<file path="config.mk">
export PLATFORM = sky130hd
export DESIGN_NAME = seg7_scan_driver
export DESIGN_NICKNAME = d
export VERILOG_FILES = /design/src/rtl/seg7_scan_driver.sv
export SDC_FILE = /design/constraint.sdc
export NUM_CORES = 1
export LEC_CHECK = 0
export CELL_PAD_IN_SITES_DETAIL_PLACEMENT = 0
export CELL_PAD_IN_SITES_GLOBAL_PLACEMENT = 1
export CORE_AREA = 2 2 140 142
export DETAILED_ROUTE_END_ITERATION = 10
export DIE_AREA = 0 0 142 144
export PLACE_DENSITY_LB_ADDON = 0.1
export SLEW_MARGIN = 30
export SYNTH_ARGS = -nofsm -noshare
export SYNTH_HDL_FRONTEND = slang
export SYNTH_SLANG_ARGS = --single-unit
</file>
<file path="constraint.sdc">
create_clock -name clk -period 5.04 [get_ports clk]
set_clock_uncertainty 0.2 [all_clocks]
set_input_delay 1.26 -clock clk [delete_from_list [all_inputs] [get_ports clk]]
set_output_delay 1.26 -clock clk [all_outputs]
set_load 0.1 [all_outputs]
</file>
<file path="src/rtl/seg7_scan_driver.sv">
// Multiplexed 7-segment scan driver: one shared segment bus, one anode per digit,
// with a frame-synchronous display buffer, leading-zero blanking and blinking.
module seg7_scan_driver #(
  parameter int NUM_DIGITS     = 6,
  parameter int SCAN_DIV       = 50000,
  parameter int DEAD_CYCLES    = 500,
  parameter int BLINK_FRAMES   = 64,
  parameter int HEX_MODE       = 0,
  parameter int SEG_ACTIVE_LOW = 1,
  parameter int AN_ACTIVE_LOW  = 1
) (
  input  logic                    clk,
  input  logic                    rst_n,
  input  logic [4*NUM_DIGITS-1:0] digits,
  input  logic [NUM_DIGITS-1:0]   dp_in,
  input  logic [NUM_DIGITS-1:0]   blank_mask,
  input  logic [NUM_DIGITS-1:0]   blink_mask,
  input  logic                    lzb_en,
  input  logic                    load,
  output logic [6:0]              seg,
  output logic                    dp,
  output logic [NUM_DIGITS-1:0]   an,
  output logic                    frame_start
);

  localparam int   PW      = $clog2(SCAN_DIV);
  localparam int   IW      = (NUM_DIGITS > 1) ? $clog2(NUM_DIGITS) : 1;
  localparam int   FW      = $clog2(BLINK_FRAMES + 1);
  localparam logic SEG_OFF = (SEG_ACTIVE_LOW != 0);
  localparam logic AN_OFF  = (AN_ACTIVE_LOW != 0);

  logic [PW-1:0] presc;
  logic [IW-1:0] idx;
  logic [FW-1:0] frame_cnt;
  logic          blink_ph;

  logic [4*NUM_DIGITS-1:0] sh_digits, disp_digits;
  logic [NUM_DIGITS-1:0]   sh_dp, disp_dp;
  logic [NUM_DIGITS-1:0]   sh_blank, disp_blank;
  logic [NUM_DIGITS-1:0]   sh_blink, disp_blink;
  logic                    sh_lzb, disp_lzb;

  logic          slot_end;
  logic          frame_end;
  logic          in_dead;
  logic [FW-1:0] frame_cnt_inc;

  // Per-digit lookup tables padded to a power of two so idx selects them exactly.
  logic [3:0]          code_arr [2**IW];
  logic [2**IW-1:0]    dark_pad;
  logic [2**IW-1:0]    dp_pad;
  logic [NUM_DIGITS-1:0] an_sel;
  logic                zero_run;

  assign slot_end      = (presc == PW'(SCAN_DIV - 1));
  assign frame_end     = slot_end && (idx == IW'(NUM_DIGITS - 1));
  assign in_dead       = int'(presc) < DEAD_CYCLES;
  assign frame_cnt_inc = frame_cnt + 1'b1;

  function automatic logic [6:0] glyph(input logic [3:0] code);
    logic [6:0] g;
    case (code)
      4'h0: g = 7'b0111111;
      4'h1: g = 7'b0000110;
      4'h2: g = 7'b1011011;
      4'h3: g = 7'b1001111;
      4'h4: g = 7'b1100110;
      4'h5: g = 7'b1101101;
      4'h6: g = 7'b1111101;
      4'h7: g = 7'b0000111;
      4'h8: g = 7'b1111111;
      4'h9: g = 7'b1101111;
      4'hA: g = (HEX_MODE != 0) ? 7'b1110111 : 7'b0000000;
      4'hB: g = (HEX_MODE != 0) ? 7'b1111100 : 7'b0000000;
      4'hC: g = (HEX_MODE != 0) ? 7'b0111001 : 7'b0000000;
      4'hD: g = (HEX_MODE != 0) ? 7'b1011110 : 7'b0000000;
      4'hE: g = (HEX_MODE != 0) ? 7'b1111001 : 7'b0000000;
      default: g = (HEX_MODE != 0) ? 7'b1110001 : 7'b0000000;
    endcase
    return g;
  endfunction

  // Walk from the most significant digit down: a digit is a leading zero while
  // every code at or above it is zero. Digit 0 always shows.
  always_comb begin
    zero_run = 1'b1;
    dark_pad = '0;
    dp_pad   = '0;
    an_sel   = '0;
    for (int j = 0; j < 2**IW; j++) begin
      code_arr[j] = 4'd0;
    end
    for (int k = NUM_DIGITS - 1; k >= 0; k--) begin
      zero_run    = zero_run && (disp_digits[4*k +: 4] == 4'd0);
      code_arr[k] = disp_digits[4*k +: 4];
      dark_pad[k] = disp_blank[k] || (disp_blink[k] && blink_ph) ||
                    (disp_lzb && zero_run && (k != 0));
      dp_pad[k]   = disp_dp[k];
      an_sel[k]   = (idx == IW'(k)) && !in_dead;
    end
  end

  always_ff @(posedge clk or negedge rst_n) begin
    if (!rst_n) begin
      presc       <= '0;
      idx         <= '0;
      frame_cnt   <= '0;
      blink_ph    <= 1'b0;
      sh_digits   <= '0;
      sh_dp       <= '0;
      sh_blank    <= '0;
      sh_blink    <= '0;
      sh_lzb      <= 1'b0;
      disp_digits <= '0;
      disp_dp     <= '0;
      disp_blank  <= '0;
      disp_blink  <= '0;
      disp_lzb    <= 1'b0;
      seg         <= {7{SEG_OFF}};
      dp          <= SEG_OFF;
      an          <= {NUM_DIGITS{AN_OFF}};
      frame_start <= 1'b0;
    end else begin
      presc <= slot_end ? '0 : presc + 1'b1;
      if (slot_end) begin
        idx <= (idx == IW'(NUM_DIGITS - 1)) ? '0 : idx + 1'b1;
      end
      frame_start <= frame_end;
      // Display swaps only at the frame boundary so a frame never mixes two loads.
      if (frame_end) begin
        disp_digits <= sh_digits;
        disp_dp     <= sh_dp;
        disp_blank  <= sh_blank;
        disp_blink  <= sh_blink;
        disp_lzb    <= sh_lzb;
        if (frame_cnt_inc == FW'(BLINK_FRAMES)) begin
          frame_cnt <= '0;
          blink_ph  <= ~blink_ph;
        end else begin
          frame_cnt <= frame_cnt_inc;
        end
      end
      if (load) begin
        sh_digits <= digits;
        sh_dp     <= dp_in;
        sh_blank  <= blank_mask;
        sh_blink  <= blink_mask;
        sh_lzb    <= lzb_en;
      end
      seg <= {7{SEG_OFF}} ^ (dark_pad[idx] ? 7'b0000000 : glyph(code_arr[idx]));
      dp  <= SEG_OFF ^ (dp_pad[idx] && !dark_pad[idx]);
      an  <= {NUM_DIGITS{AN_OFF}} ^ an_sel;
    end
  end

endmodule

</file>
==> key figures <==
Run status
  • Outcome: complete, no violations

Detailed routing
  • DRC Markers: 0
  • Detailed Route WL: 12360 µm
  • Iteration-0 DRC Markers: 104
  • Avg WL per Cell: 14.93 µm
  • DRT antenna net count: 0
  • Via density: about 4.6
  • First drt pass iteration count: 4
  • DR vias: between 3k and 4k

STA
  • Min Hold Slack: 0.2653 ns
  • Setup TNS: 0 ns
  • Final Hold Viols: 0
  • Fin crit share: a little over two thirds
  • Fmax: 285.2 MHz
  • Worst Max-Slew Pin Slew: about 0.97 ns
  • Setup violators final: 0
  • RSZ-0062 raised after global routing: false
  • Max_slew headroom: roughly a third
  • Period minus WS final: 3.506 ns
  • Max-slew violations: 0

Power
  • Final Total Pwr: 2.426 mW
  • Leakage: 3.209 nW
  • Worst VDD drop: 0.2228 mV
  • Pwr dens: 345.1 mW/mm²

Global route
  • Vias in the first global route: approximately 4k
  • Largest net degree at the start of global routing: 77
  • Initial antenna violation count: 0
  • First-pass GRT wire length: around 21000 µm
  • GRT Overall Usage: 13.25%
  • Gr ovfl total: 0

Worst setup path
  • Worst EP required: 3.58 ns
  • Crit Path Max Fanout: 1
  • CP top delay family: buffers and inverters
  • CP cell instances: clkdlybuf4s50_1
  • Critical path type: flop to output pin
  • Startpoint Class: flop
  • Slowest cell on crit path: clkdlybuf4s50_1
  • Max incr delay on CP: 1.12 ns
  • Crit end category: output pin
  • CP arrival: slightly above 2 ns
  • CP bufs+invs: 1

Clocking
  • Cts repair resizes: 0
  • TritonCTS clock tree: yes
  • Max clock buf depth: 2
  • Clk_lat worst skew: just over 0.4 ns
  • Worst-path clk slew: 0.05 ns
  • H-tree levels: 4
  • Total CTS buffers: 17
  • Hold-fix buffers, CTS: 0
  • Clock root buffer: clkbuf_16
  • Sink Count: 128
  • Setup Fix Bufs, Post-CTS: 0

Flow run
  • MaxCap Viol Count: 0

Die
  • Num rows: 51
  • Die width: 142 µm
  • Die H: 144 µm
  • Total core area: ~0.019 mm²
  • IO Count: 61
  • Initial core utilization: 29.38%
  • Die area: 0.02045 mm²

Layout
  • Post-layout util: 36.85%
  • Design area: 0.007032 mm²
  • Syn-to-layout area delta: 25.45%
  • Share of cells above drive strength 1: 17.63%
  • Final #Nets: 633
  • ANT cells: 0

Synth
  • Share of the synthesized area in the top cell type: 50.89%
  • Async S/R FF share, synth: 100.0%
  • Top_reg_cell synth: dfrtp_1
  • Seq/Total Area, Yosys: between 50% and 60%
  • Syn Nets: 574
  • FF+latch count, synth: 128
  • Synthesized cell area: 0.005605 mm²
  • Number of synthesized flops with an enable pin: 0
  • Syn Area/Cell: 10.78 µm²
  • Syn. warnings: 0
  • Largest area contributor in the netlist: dfrtp_1
  • Synth cell types: 57
  • Area contributors post-synth: dfrtp_1 51%, nand2_1 10%, mux2_2 9.0%, dfstp_2 6.6%, ha_1 1.8%
  • Cell count after synthesis: 520

Place
  • Post-DP Area: 0.006431 mm²
  • Port-buffer cells: 60
  • HPWL after DPL: ~8400 µm
  • GP Congestion: 0.7668

Min path
  • Type of the tightest min-delay check: flop to flop
metrics by stage:
step           instances  worst slack (ns)
3_5_place_dp         798             1.870
2_1_floorplan        520             2.527
6_report             828             1.534
5_1_grt              828             1.484
4_1_cts              828             1.499
3_3_place_gp         798             1.949
flip-flops by register name, summed over array words and instances (netlist names):
signal	cells
dp	1
presc	16
an	6
disp_dp	6
frame_start	1
seg	7
sh_blank	6
disp_blink	6
sh_digits	24
sh_dp	6
sh_blink	6
disp_digits	24
frame_cnt	7
sh_lzb	1
blink_ph	1
idx	3
disp_blank	6
disp_lzb	1
logic make-up after synthesis:
group,Yosys count,share of synthesized area (%)
flip-flops,128,57.46
adder cells (fa/ha/maj),8,1.786
AO/OA/AOI/OAI,52,6.362
AND/OR/NAND/NOR,230,17.92
buffers and inverters,31,2.455
XOR/XNOR,15,2.344
multiplexers,56,11.67
power by group:
part           internal [mW]  total [mW]  switching, mW
logic                 0.0624       0.101         0.0386
registers               1.06        1.08         0.0187
clock network          0.822        1.24          0.420
total                   1.95        2.43          0.478
cell usage in the layout, fill, tap and decap left out, types with 6 or more instances in the layout:
cell             instances
o21ai_0                 14
clkbuf_16               17
nand4_1                  6
mux2_2                  45
nand2_1                155
dfstp_2                 14
nor2_1                  21
nor4_1                   6
and3_1                   8
clkdlybuf4s50_1         58
nand3_1                 14
mux2i_1                  8
xnor2_1                 10
a21oi_1                 10
dfrtp_1                113
ha_1                     8
Yosys cell counts (10+ instances only):
cell / instances
xnor2_1: 10
a21oi_1: 10
mux2_2: 45
clkbuf_1: 11
o21ai_0: 14
nand2_1: 155
buf_2: 11
dfstp_2: 14
nor2_1: 21
dfrtp_1: 114
nand3_1: 14
routing by layer:
metal / part of all wire, % / wire [µm] / track usage [%]
met1: 48 / 5896 / 17.30
met2: 48 / 5889 / 21.26
met3: 3.1 / 381 / 3.212
met4: 1.6 / 194 / 5.368
met5: 0 / 0 / 0
final timing paths:
| path | from | endpoint | slack (ns) | cells past startpoint |
|---|---|---|---|---|
| setup / recovery | seg[5] | seg[5] | 1.53 | 1 |
| hold / removal | disp_blink[1] | disp_blink[1] | 0.27 | 2 |
| setup reg to reg | idx[0] | seg[0] | 2.18 | 7 |
| hold reg to reg | disp_blink[1] | disp_blink[1] | 0.27 | 2 |
| max in group asynchronous | rst_n | an[3] | 3.20 | 2 |
| min in group asynchronous | rst_n | presc[7] | 0.67 | 1 |
layout make-up:
class	count	area [µm²]
clock inverters	6	105.1
fillers	1894	12050
well taps	238	297.8
repair buffers	64	641.9
inverters	7	26.28
clock buffers	24	491.7
flip-flops and latches	128	3222
multi-input cells	361	2247
Power figures use the tool's default switching activity.
